$ cat src/rtl/seg_pktgen_pkg.sv
// seg_pktgen_pkg
// Shared types and constants for the seg_packet_gen block: the generator
// state enum, DCMAC segment geometry and the payload mode encodings.
package seg_pktgen_pkg;

    typedef enum logic [1:0] {
        IDLE = 2'd0,
        SEND = 2'd1,
        GAP  = 2'd2
    } state_e;

    localparam int SEG_W     = 128;  // bits per DCMAC segment
    localparam int SEG_WORDS = 8;    // 16-bit payload words per segment

    localparam logic DATA_MODE_SEG = 1'b0;  // per-segment numbering
    localparam logic DATA_MODE_CNT = 1'b1;  // one counter replicated

endpackage

$ cat src/rtl/seg_pktgen_len_seq.sv
// seg_pktgen_len_seq
// Holds the current packet length and steps it through the min/max/step
// sweep. Also derives the beat count of the current packet and the tkeep
// mask of its last beat.
// Ports:
//   clk                       rising-edge clock
//   load                      latch sweep config, cur_len = len_min
//   advance                   step to the next packet's length
//   len_min/len_max/len_step  sweep config (sampled on load only)
//   total_beats               beats in the current packet
//   last_keep                 tkeep for the last beat of the current packet
module seg_pktgen_len_seq #(
    parameter int DW = 512
) (
    input  logic             clk,
    input  logic             load,
    input  logic             advance,
    input  logic [15:0]      len_min,
    input  logic [15:0]      len_max,
    input  logic [15:0]      len_step,
    output logic [15:0]      total_beats,
    output logic [DW/8-1:0]  last_keep
);
    localparam int BYTES = DW / 8;

    logic [15:0] cur_len_q, cur_len_d;
    logic [15:0] min_q, min_d;
    logic [15:0] max_q, max_d;
    logic [15:0] step_q, step_d;
    logic [16:0] next_sum;
    logic [15:0] eff_len;
    logic [15:0] rem;

    always_comb begin
        cur_len_d = cur_len_q;
        min_d     = min_q;
        max_d     = max_q;
        step_d    = step_q;
        // 17-bit sum so a sweep near 64K cannot wrap past len_max
        next_sum  = {1'b0, cur_len_q} + {1'b0, step_q};
        if (load) begin
            min_d     = len_min;
            max_d     = len_max;
            step_d    = len_step;
            cur_len_d = len_min;
        end else if (advance) begin
            if (step_q == 16'd0 || max_q < min_q || next_sum > {1'b0, max_q})
                cur_len_d = min_q;
            else
                cur_len_d = next_sum[15:0];
        end
    end

    // Sweep state carries no reset: it is always loaded before use.
    always_ff @(posedge clk) begin
        cur_len_q <= cur_len_d;
        min_q     <= min_d;
        max_q     <= max_d;
        step_q    <= step_d;
    end

    always_comb begin
        eff_len     = (cur_len_q == 16'd0) ? 16'd1 : cur_len_q;
        rem         = eff_len % 16'(BYTES);
        total_beats = (eff_len / 16'(BYTES)) + ((rem != 16'd0) ? 16'd1 : 16'd0);
        for (int i = 0; i < BYTES; i++)
            last_keep[i] = (rem == 16'd0) || (i < int'(rem));
    end

endmodule

$ cat src/rtl/seg_packet_gen.sv
// seg_packet_gen
// AXI4-Stream packet generator for DCMAC bring-up traffic. Emits
// packet_count packets (0 = until stop) with a fixed or sweeping length,
// idle_cycles dead clocks between packets, and a segment-numbered or
// replicated-counter payload.
// Optional feature macro: SEG_PKTGEN_SEQNUM_EN -- when defined, bytes 0..3
// of the first beat of every packet carry pkt_num (little-endian).
// Ports:
//   clk, resetn                     clock, async active-low reset
//   packet_count, len_min/max/step, idle_cycles, initial_value, data_mode
//                                   run config, latched on start
//   start, stop                     run control pulses
//   busy, packets_sent              status
//   axis_out_*                      AXI4-Stream master
module seg_packet_gen
    import seg_pktgen_pkg::*;
#(
    parameter int DW = 512
) (
    input  logic             clk,
    input  logic             resetn,
    input  logic [31:0]      packet_count,
    input  logic [15:0]      len_min,
    input  logic [15:0]      len_max,
    input  logic [15:0]      len_step,
    input  logic [15:0]      idle_cycles,
    input  logic [15:0]      initial_value,
    input  logic             data_mode,
    input  logic             start,
    input  logic             stop,
    output logic             busy,
    output logic [31:0]      packets_sent,
    output logic [DW-1:0]    axis_out_tdata,
    output logic [DW/8-1:0]  axis_out_tkeep,
    output logic             axis_out_tlast,
    output logic             axis_out_tvalid,
    input  logic             axis_out_tready
);
    localparam int NSEG = DW / SEG_W;

    state_e      state_q, state_d;
    logic [31:0] pkt_cnt_q, pkt_cnt_d;
    logic [15:0] idle_q, idle_d;
    logic        mode_q, mode_d;
    logic [15:0] data0_q, data0_d;
    logic [15:0] beat_q, beat_d;
    logic [31:0] pkt_num_q, pkt_num_d;
    logic [31:0] sent_q, sent_d;
    logic        stop_pend_q, stop_pend_d;
    logic [15:0] gap_q, gap_d;

    logic            load, advance, hs, is_last, stop_any;
    logic [15:0]     total_beats;
    logic [DW/8-1:0] last_keep;
    logic [DW-1:0]   pattern;

    seg_pktgen_len_seq #(.DW(DW)) u_len_seq (
        .clk         (clk),
        .load        (load),
        .advance     (advance),
        .len_min     (len_min),
        .len_max     (len_max),
        .len_step    (len_step),
        .total_beats (total_beats),
        .last_keep   (last_keep)
    );

    always_comb begin
        state_d     = state_q;
        pkt_cnt_d   = pkt_cnt_q;
        idle_d      = idle_q;
        mode_d      = mode_q;
        data0_d     = data0_q;
        beat_d      = beat_q;
        pkt_num_d   = pkt_num_q;
        sent_d      = sent_q;
        stop_pend_d = stop_pend_q;
        gap_d       = gap_q;
        load        = 1'b0;
        advance     = 1'b0;
        hs          = (state_q == SEND) && axis_out_tready;
        is_last     = (beat_q == total_beats);
        // A stop arriving on the boundary cycle itself also ends the run there.
        stop_any    = stop_pend_q | stop;
        case (state_q)
            IDLE: begin
                if (start) begin
                    state_d     = SEND;
                    pkt_cnt_d   = packet_count;
                    idle_d      = idle_cycles;
                    mode_d      = data_mode;
                    data0_d     = initial_value;
                    beat_d      = 16'd1;
                    pkt_num_d   = 32'd1;
                    sent_d      = 32'd0;
                    stop_pend_d = 1'b0;
                    load        = 1'b1;
                end
            end
            SEND: begin
                stop_pend_d = stop_any;
                if (hs) begin
                    beat_d  = beat_q + 16'd1;
                    data0_d = data0_q + ((mode_q == DATA_MODE_CNT) ? 16'd1 : 16'(NSEG));
                    if (is_last) begin
                        sent_d = sent_q + 32'd1;
                        beat_d = 16'd1;
                        if ((pkt_cnt_q != 32'd0 && pkt_num_q == pkt_cnt_q) || stop_any) begin
                            state_d = IDLE;
                        end else begin
                            pkt_num_d = pkt_num_q + 32'd1;
                            advance   = 1'b1;
                            if (idle_q != 16'd0) begin
                                state_d = GAP;
                                gap_d   = idle_q;
                            end
                        end
                    end
                end
            end
            GAP: begin
                stop_pend_d = stop_any;
                if (stop_any)
                    state_d = IDLE;
                else if (gap_q <= 16'd1)
                    state_d = SEND;
                else
                    gap_d = gap_q - 16'd1;
            end
            default: state_d = IDLE;
        endcase
    end

    always_ff @(posedge clk or negedge resetn) begin
        if (!resetn) begin
            state_q     <= IDLE;
            pkt_cnt_q   <= 32'd0;
            idle_q      <= 16'd0;
            beat_q      <= 16'd1;
            pkt_num_q   <= 32'd0;
            sent_q      <= 32'd0;
            stop_pend_q <= 1'b0;
            gap_q       <= 16'd0;
        end else begin
            state_q     <= state_d;
            pkt_cnt_q   <= pkt_cnt_d;
            idle_q      <= idle_d;
            beat_q      <= beat_d;
            pkt_num_q   <= pkt_num_d;
            sent_q      <= sent_d;
            stop_pend_q <= stop_pend_d;
            gap_q       <= gap_d;
        end
    end

    // Payload state is only observed while tvalid, so it needs no reset.
    always_ff @(posedge clk) begin
        mode_q  <= mode_d;
        data0_q <= data0_d;
    end

    always_comb begin
        pattern = '0;
        for (int s = 0; s < NSEG; s++)
            for (int w = 0; w < SEG_WORDS; w++)
                pattern[s*SEG_W + w*16 +: 16] =
                    (mode_q == DATA_MODE_CNT) ? data0_q : data0_q + 16'(s);
`ifdef SEG_PKTGEN_SEQNUM_EN
        if (beat_q == 16'd1)
            pattern[31:0] = pkt_num_q;
`endif
    end

    // Outputs are forced to their idle values outside SEND so an async
    // reset drops the stream in the same cycle.
    always_comb begin
        axis_out_tvalid = (state_q == SEND);
        axis_out_tdata  = axis_out_tvalid ? pattern : '0;
        axis_out_tlast  = axis_out_tvalid && is_last;
        axis_out_tkeep  = axis_out_tlast ? last_keep : '1;
        busy            = start | (state_q != IDLE);
        packets_sent    = sent_q;
    end

endmodule

$ cat config.mk
export PLATFORM = sky130hd
export DESIGN_NAME = seg_packet_gen
export DESIGN_NICKNAME = d
export VERILOG_FILES = /design/src/rtl/seg_pktgen_pkg.sv /design/src/rtl/seg_pktgen_len_seq.sv /design/src/rtl/seg_packet_gen.sv
export SDC_FILE = /design/constraint.sdc
export NUM_CORES = 1
export LEC_CHECK = 0
export ABC_AREA = 1
export BUFFER_PORTS_ARGS = -buffer_cell sky130_fd_sc_hd__buf_4
export CAP_MARGIN = 25
export CELL_PAD_IN_SITES_DETAIL_PLACEMENT = 0
export CELL_PAD_IN_SITES_GLOBAL_PLACEMENT = 1
export CORE_AREA = 2 2 288 290
export CTS_CLUSTER_DIAMETER = 120
export DETAILED_ROUTE_END_ITERATION = 12
export DIE_AREA = 0 0 290 292
export PLACE_DENSITY_LB_ADDON = 0.1
export SYNTH_ARGS = -nofsm -noshare
export SYNTH_HDL_FRONTEND = slang
export SYNTH_SLANG_ARGS = --single-unit
$ cat constraint.sdc
create_clock -name clk -period 3.5 [get_ports clk]
set_clock_uncertainty 0.1 [all_clocks]
set_input_delay 0.525 -clock clk [delete_from_list [all_inputs] [get_ports clk]]
set_output_delay 0.525 -clock clk [all_outputs]
set_load 0.01 [all_outputs]
Yosys cells after proc, flatten, opt, wreduce, memory -nomap -nowiden
Index checks and enable logic that the tools add are counted.
{"block": "totals", "ff_bits": 228, "word_cells": 246}
{"block": "classes", "bitwise": 2, "n_addsub": 10, "magnitude_cmp": 67, "n_eq_ne": 13, "n_reduce_logical": 90, "n_mux": 50}
{"operator": "512-bit two-way mux", "count": 1}
{"operator": "16-bit two-way mux", "count": 18}
{"operator": "32-bit two-way mux", "count": 7}
{"operator": "6-bit < comparator (first input constant)", "count": 32}
{"operator": "32-bit one-hot mux with 2 select lines", "count": 2}
{"operator": "5-bit by 6-bit < comparator with 1-bit output (first input constant)", "count": 16}
{"operator": "16-bit one-hot mux with 2 select lines", "count": 3}
{"operator": "1-bit logical OR", "count": 67}
{"operator": "32-bit by 1-bit adder with 32-bit output (second input constant)", "count": 2}
{"operator": "64-bit two-way mux", "count": 1}
{"operator": "16-bit logical NOT", "count": 3}
{"operator": "4-bit by 6-bit < comparator with 1-bit output (first input constant)", "count": 8}
{"operator": "16-bit by 1-bit adder with 16-bit output (second input constant)", "count": 2}
{"operator": "16-bit by 2-bit adder with 16-bit output (second input constant)", "count": 2}
{"operator": "32-bit equality test", "count": 1}
{"operator": "16-bit nonzero test", "count": 2}
{"operator": "32-bit nonzero test", "count": 1}
{"operator": "3-bit by 6-bit < comparator with 1-bit output (first input constant)", "count": 4}
{"operator": "16-bit by 16-bit adder with 17-bit output", "count": 1}
{"operator": "17-bit by 16-bit > comparator with 1-bit output", "count": 1}
{"operator": "10-bit by 16-bit adder with 16-bit output", "count": 1}
{"operator": "16-bit by 3-bit adder with 16-bit output", "count": 1}
{"operator": "16-bit equality test", "count": 1}
{"operator": "16-bit by 1-bit less-or-equal comparator with 1-bit output (second input constant)", "count": 1}
{"operator": "other kinds (25)", "count": 54}

Longest topological paths before layout
{"block": "depth", "word_depth": 11, "ltp_mapped": 26}

Modules after synthesis
A second synthesis with hierarchy kept.
{"block": "hier_totals", "hier_cells": 2908, "hier_area_um2": 20357.0}
{"module": "seg_packet_gen", "area_per_inst_um2": 15162.0, "cells_per_inst": 2222, "seq_area_each_um2": 4190.3, "n_inst": 1}
{"module": "seg_pktgen_len_seq", "area_per_inst_um2": 5195.0, "cells_per_inst": 686, "seq_area_each_um2": 1921.8, "n_inst": 1}

Worst setup path before layout
No wires, ideal clock.
{"block": "synth_path", "path_type": "reg2out", "start": "reg u_len_seq.cur_len_q[3]", "end": "out axis_out_tkeep[55]", "path_slack_ns": -0.321, "n_path_buf": 0, "stages_incl_launch_ff": 22, "t_required_ns": 2.875, "t_arrival_ns": 3.196, "cell_sequence": "edfxtp_1 > nor2_1 > inv_1 > nor2_1 > nand4_1 > nand2_1 > nor2_1 > inv_1 > ha_1 > ha_1 > nand3_2 > nor2_2 > xnor2_1 > inv_1 > nor2_2 > nand3_1 > nor2_4 > nand2_4 > nor2_4 > nand2_1 > a21oi_1 > inv_1"}
{"block": "synth_between", "elab_chain_cells": 8, "word_cells_on_any_way": 11}
{"element": "start: declaration", "line": "seg_pktgen_len_seq.sv:26", "rtl": "logic [15:0] cur_len_q, cur_len_d;"}
{"element": "start signal: assignment", "line": "seg_pktgen_len_seq.sv:56", "rtl": "cur_len_q <= cur_len_d;"}
{"element": "16-bit logical NOT", "line": "seg_pktgen_len_seq.sv:63", "rtl": "eff_len = (cur_len_q == 16'd0) ? 16'd1 : cur_len_q;"}
{"element": "16-bit two-way mux *", "line": "seg_pktgen_len_seq.sv:63"}
{"element": "16-bit nonzero test", "line": "seg_pktgen_len_seq.sv:65", "rtl": "total_beats = (eff_len / 16'(BYTES)) + ((rem != 16'd0) ? 16'd1 : 16'd0);"}
{"element": "1-bit two-way mux", "line": "seg_pktgen_len_seq.sv:65"}
{"element": "10-bit by 16-bit adder with 16-bit output *", "line": "seg_pktgen_len_seq.sv:65"}
{"element": "16-bit equality test *", "line": "seg_packet_gen.sv:82", "rtl": "is_last = (beat_q == total_beats);"}
{"element": "1-bit logical AND *", "line": "seg_packet_gen.sv:179", "rtl": "axis_out_tlast = axis_out_tvalid && is_last;"}
{"element": "named net axis_out_tlast", "line": "seg_packet_gen.sv:35", "rtl": "output logic axis_out_tlast,"}
{"element": "64-bit two-way mux *", "line": "seg_packet_gen.sv:180", "rtl": "axis_out_tkeep = axis_out_tlast ? last_keep : '1;"}
{"element": "end: declaration", "line": "seg_packet_gen.sv:34", "rtl": "output logic [DW/8-1:0] axis_out_tkeep,"}
The timed path passes the listed nets; every way through them passes the cells marked *.

Final worst setup path
{"block": "layout_path", "start": "reg u_len_seq.cur_len_q[12]", "end": "out axis_out_tkeep[18]"}
{"block": "layout_between", "elab_chain_cells": 8, "word_cells_on_any_way": 11}
{"element": "16-bit logical NOT", "line": "seg_pktgen_len_seq.sv:63"}
{"element": "16-bit two-way mux *", "line": "seg_pktgen_len_seq.sv:63"}
{"element": "16-bit nonzero test", "line": "seg_pktgen_len_seq.sv:65"}
{"element": "1-bit two-way mux", "line": "seg_pktgen_len_seq.sv:65"}
{"element": "10-bit by 16-bit adder with 16-bit output", "line": "seg_pktgen_len_seq.sv:65"}
{"element": "16-bit equality test", "line": "seg_packet_gen.sv:82"}
{"element": "1-bit logical AND", "line": "seg_packet_gen.sv:179"}
{"element": "64-bit two-way mux *", "line": "seg_packet_gen.sv:180"}
Mark *: on every way between the ends. The rest lies on a longest branch, timed or not.

==> results.md <==
* Status: complete, but fails checks
* Failing checks: setup timing
* Worst-path cell chain: nor4_4 -> buf_4 -> nand4_1 -> nand2_2 -> nor2_2 -> inv_2 -> ha_4 -> ha_4 -> nand3_4 -> nor3_4 -> or2_1 -> nand3_2 -> nor2_2 -> nand2_2 -> inv_4 -> nand3_4 -> nor2_4 -> buf_12 -> o21ai_4 -> nor2_8 -> o21ai_4 -> buf_6
* Fin cells at 4,206
* Final net count at 3,296
* Unrepaired setup endpoints after global routing: yes
* VDD IR max at 0.4999 mV
* Root buffer cell: clkbuf_16
* Largest net degree at the start of global routing at 122
* Antenna cells at 0
* Yosys Warn Count at 0
* CTS Sinks at approximately 230
* Port Buf Inserts at roughly 730
* Final hold vios at 0
* Yosys cell types at slightly above 60
* Share of power burned in the clock network at between 10% and 20%
* Number of synthesized flops with an enable pin at a little over 80
* Fin util at between 30% and 40%
* Vias in the first global route at ~18,000
* Max_cap viols at 0
* Logic pwr share at a little over two thirds
* Power density over the cells at 924.3 mW/mm²
* Final worst path period share at 128.6%
* Min Tclk post-route at 4.501 ns
* Int Power at between 10 and 15 mW
* DRT antenna net count at 0
* Rel. slew slack at approximately 41%
* DRC violations left at 0
* Pins Over Slew Limit at 0
* Final setup viols at around 120
* Synth Area per Inst at 7.483 µm²
* Placed Instances at approximately 4,000
* Per-cell routed wire length at just under 20 µm
* Latest clock arrival within the worst-skew pair at ~0.60 ns
* CP endpoint kind: output pin
* Startpoint class of the critical path: flop
* Initial DRC count at 950
* Worst path top cell family by delay: simple AND/OR/NAND/NOR gates
* Switching Share at 46.55%
* WP data arrival at ~3.9 ns
* Fmax at around 0.22 GHz
* Via count at between 15,000 and 20,000
* Setup TNS at -72.78 ns
* Sw power at 12.26 mW
* Largest fanout on the critical path at 7
* Async SR Flop Fraction at 64.47%
* Worst hold path class: input pin to flop
* I/O pin count at approximately 730
* Sequential power share at 16.7%
* P&R area growth vs syn at 48.35%
* DRT Pass-1 Iters at 7
* Syn Nets at between 2,000 and 3,000
* Critical Path RT at between 2 and 3 ns
* Hpwl dp at about 64,000 µm
* Core Rows at 105
* CP Class: flop to output pin
* Die span in x at ~290 µm
* Initial antenna violation count at 4
* CTS buffer count at 30
* Die area at around 0.085 mm²
* Setup ws final at -1.001 ns
* Grt ovf at 0
* Crit-path max cell delay at between 0.4 and 0.5 ns
* LEAKAGE at roughly 13 nW
* H-tree depth at 1
* Global Route Usage Sum at between 15 and 20%
* Via-to-Cell Ratio at roughly 4.4
* CP max stage cell: edfxtp_1
* Buf/Inv on CP at 5
* Main synth FF type: dfrtp_1
* TritonCTS clock tree: built
* Post-Synthesis Cells at 2,567
* Clock Tree Buf Depth at 3
* Flop and latch count out of synthesis at about 230
* Share of post-route cells with drive strength above 1 at around 46%
* Worst Tran Pin Value at 0.8871 ns
* Seq/Total Area, Yosys at 31.82%
* Die height at around 290 µm
* Area of the core at around 0.08 mm²
* Total wire length at 82,950 µm
* Place WS at -0.6882 ns
* Final GP Congestion at ~0.88
* Reg clk slew, reported paths at 0.06 ns
* First-pass GRT wire length at between 100,000 and 150,000 µm
* Mapped cell area at 0.01921 mm²
* Initial Utilization at between 20% and 30%
[registers in the layout, indices dropped and copies added (netlist names), 2 cells and up]
name	count
gap_q	16
packets_sent	32
state_q	2
pkt_num_q	32
u_len_seq.cur_len_q	16
beat_q	16
data0_q	16
u_len_seq.max_q	16
u_len_seq.step_q	16
idle_q	16
pkt_cnt_q	32
u_len_seq.min_q	16
[layer usage]
metal | up-vias | GRT usage [%] | part of all wire [%]
met1 | 8863 | 23.74 | 44
met2 | 553 | 31.33 | 48
met5 | - | 0 | 0.016
met4 | 2 | 4.141 | 2.5
li1 | 8951 | - | -
met3 | 85 | 2.740 | 4.8
[cells in the mapped netlist, types with 4 or more instances]
cell / instances / area share [%]
nand2_4: 5 / 0.29
edfxtp_1: 81 / 13
nor4_1: 37 / 1.2
nor2_2: 5 / 0.16
xnor2_1: 42 / 1.9
inv_1: 253 / 4.9
a21oi_1: 116 / 3.0
nor2_1: 193 / 3.8
nand2_1: 583 / 11
or2_2: 21 / 0.68
buf_4: 452 / 18
nand2_2: 6 / 0.20
nor3b_1: 4 / 0.16
buf_2: 7 / 0.18
nand4_1: 32 / 1.0
o21ai_0: 62 / 1.6
a211oi_1: 8 / 0.31
nand3_1: 97 / 2.5
nor3_1: 75 / 2.0
xor2_1: 66 / 3.0
mux2i_1: 4 / 0.21
inv_2: 11 / 0.21
clkbuf_1: 44 / 0.86
o31ai_1: 26 / 1.0
buf_1: 4 / 0.078
ha_1: 65 / 4.2
o21ai_2: 45 / 2.1
o21ai_1: 12 / 0.31
buf_6: 12 / 0.70
nor2_4: 4 / 0.23
dfrtp_1: 146 / 19
[cells by family after synthesis]
family                   synth area share (%)
AND/OR/NAND/NOR                         24.31
AO/OA/AOI/OAI                           9.562
XOR/XNOR                                5.042
other                                 0.01952
multiplexers                           0.2085
flip-flops                              31.82
adder cells (fa/ha/maj)                 4.338
buffers and inverters                   24.70
[worst register-to-register path, delay by kind of cell (launching register included)]
family | cells | cell delay, ns
buf+inv | 13 | 1.31
flops | 1 | 0.42
xor+xnor | 1 | 0.12
simple gates | 11 | 1.45
fa+ha+maj | 2 | 0.30
[worst paths after layout]
check	startpoint	end	slack (ns)	cells after the start
min in group asynchronous	resetn	pkt_num_q[31]$_DFFE_PN0P_	0.45	2
min reg2reg	idle_q[4]$_DFFE_PN0P_	idle_q[4]$_DFFE_PN0P_	0.41	2
max	u_len_seq.cur_len_q[12]$_DFFE_PP_	axis_out_tkeep[18]	-1.00	22
min	idle_cycles[2]	idle_q[2]$_DFFE_PN0P_	0.04	3
max in group asynchronous	resetn	beat_q[0]$_DFFE_PN1P_	2.01	3
max reg2reg	u_len_seq.cur_len_q[12]$_DFFE_PP_	u_len_seq.cur_len_q[3]$_DFFE_PP_	-0.54	27
[cells in the final DEF, fill, tap and decap left out, drive strengths merged, types with 2 or more instances in the layout]
cell         netlist  final
bufinv             0      5
a311oi             2      2
and3               2      2
a21boi             2      2
a221oi             2      2
a21oi            117    117
xor2              66     66
edfxtp            81     81
a31oi              3      3
nor3b              4      4
dlygate4sd3        0     59
or2               24     24
o21ai            119    119
clkinv             1     10
buf              475    959
nor4              37     37
xnor2             42     42
a211oi             8      8
nand3b             2      2
o2111ai            2      2
clkinvlp           0      3
mux2i              4      4
ha                65     65
clkbuf            44     53
nand4             32     32
inv              265    264
o22ai              2      2
dfrtp            146    146
nand3             99     99
nor3              77     77
o311ai             3      3
o31ai             28     28
o211ai             3      3
nor2             204    204
a21o               3      3
nand2            594    594
[repair_timing]
action | CTS | global route
endpoints found under the setup margin | 327 | 385
hold buffers | 59 | 0
setup buffers | 32 | 26
endpoints found under the hold margin | 131 | 0
gates resized for setup | 138 | 285
pin swaps | 33 | 80
gates cloned | 6 | 18
[power groups by stage]
stage                     Sequential [mW]  Combinational, mW  Clock, mW
after global routing                 4.50               20.0       3.63
after global placement               4.44               15.6          0
after floorplan                      4.24               10.5          0
final                                4.40               18.5       3.41
after detailed placement             4.44               15.5          0
after CTS                            4.41               16.6       3.54
[metrics by stage]
step           area [µm²]  hold slack (ns)  power, mW
2_1_floorplan       19450           0.1294      14.77
3_3_place_gp        23960           0.3945      19.99
3_5_place_dp        23970           0.3989      19.97
4_1_cts             26710        0.0006343      24.59
5_1_grt             28500          0.01212      28.15
6_report            28500          0.03761      26.34
[area by class of cell]
cell class              count  area, µm²
clock buffers              40      849.6
clock inverters            16      234.0
fillers                  8552      53090
inverters                 266       1041
multi-input cells        1554      10140
flip-flops and latches    228       6112
well taps                1070       1339
repair buffers           1032       8777
No activity file was read; power rests on OpenSTA's default activity.
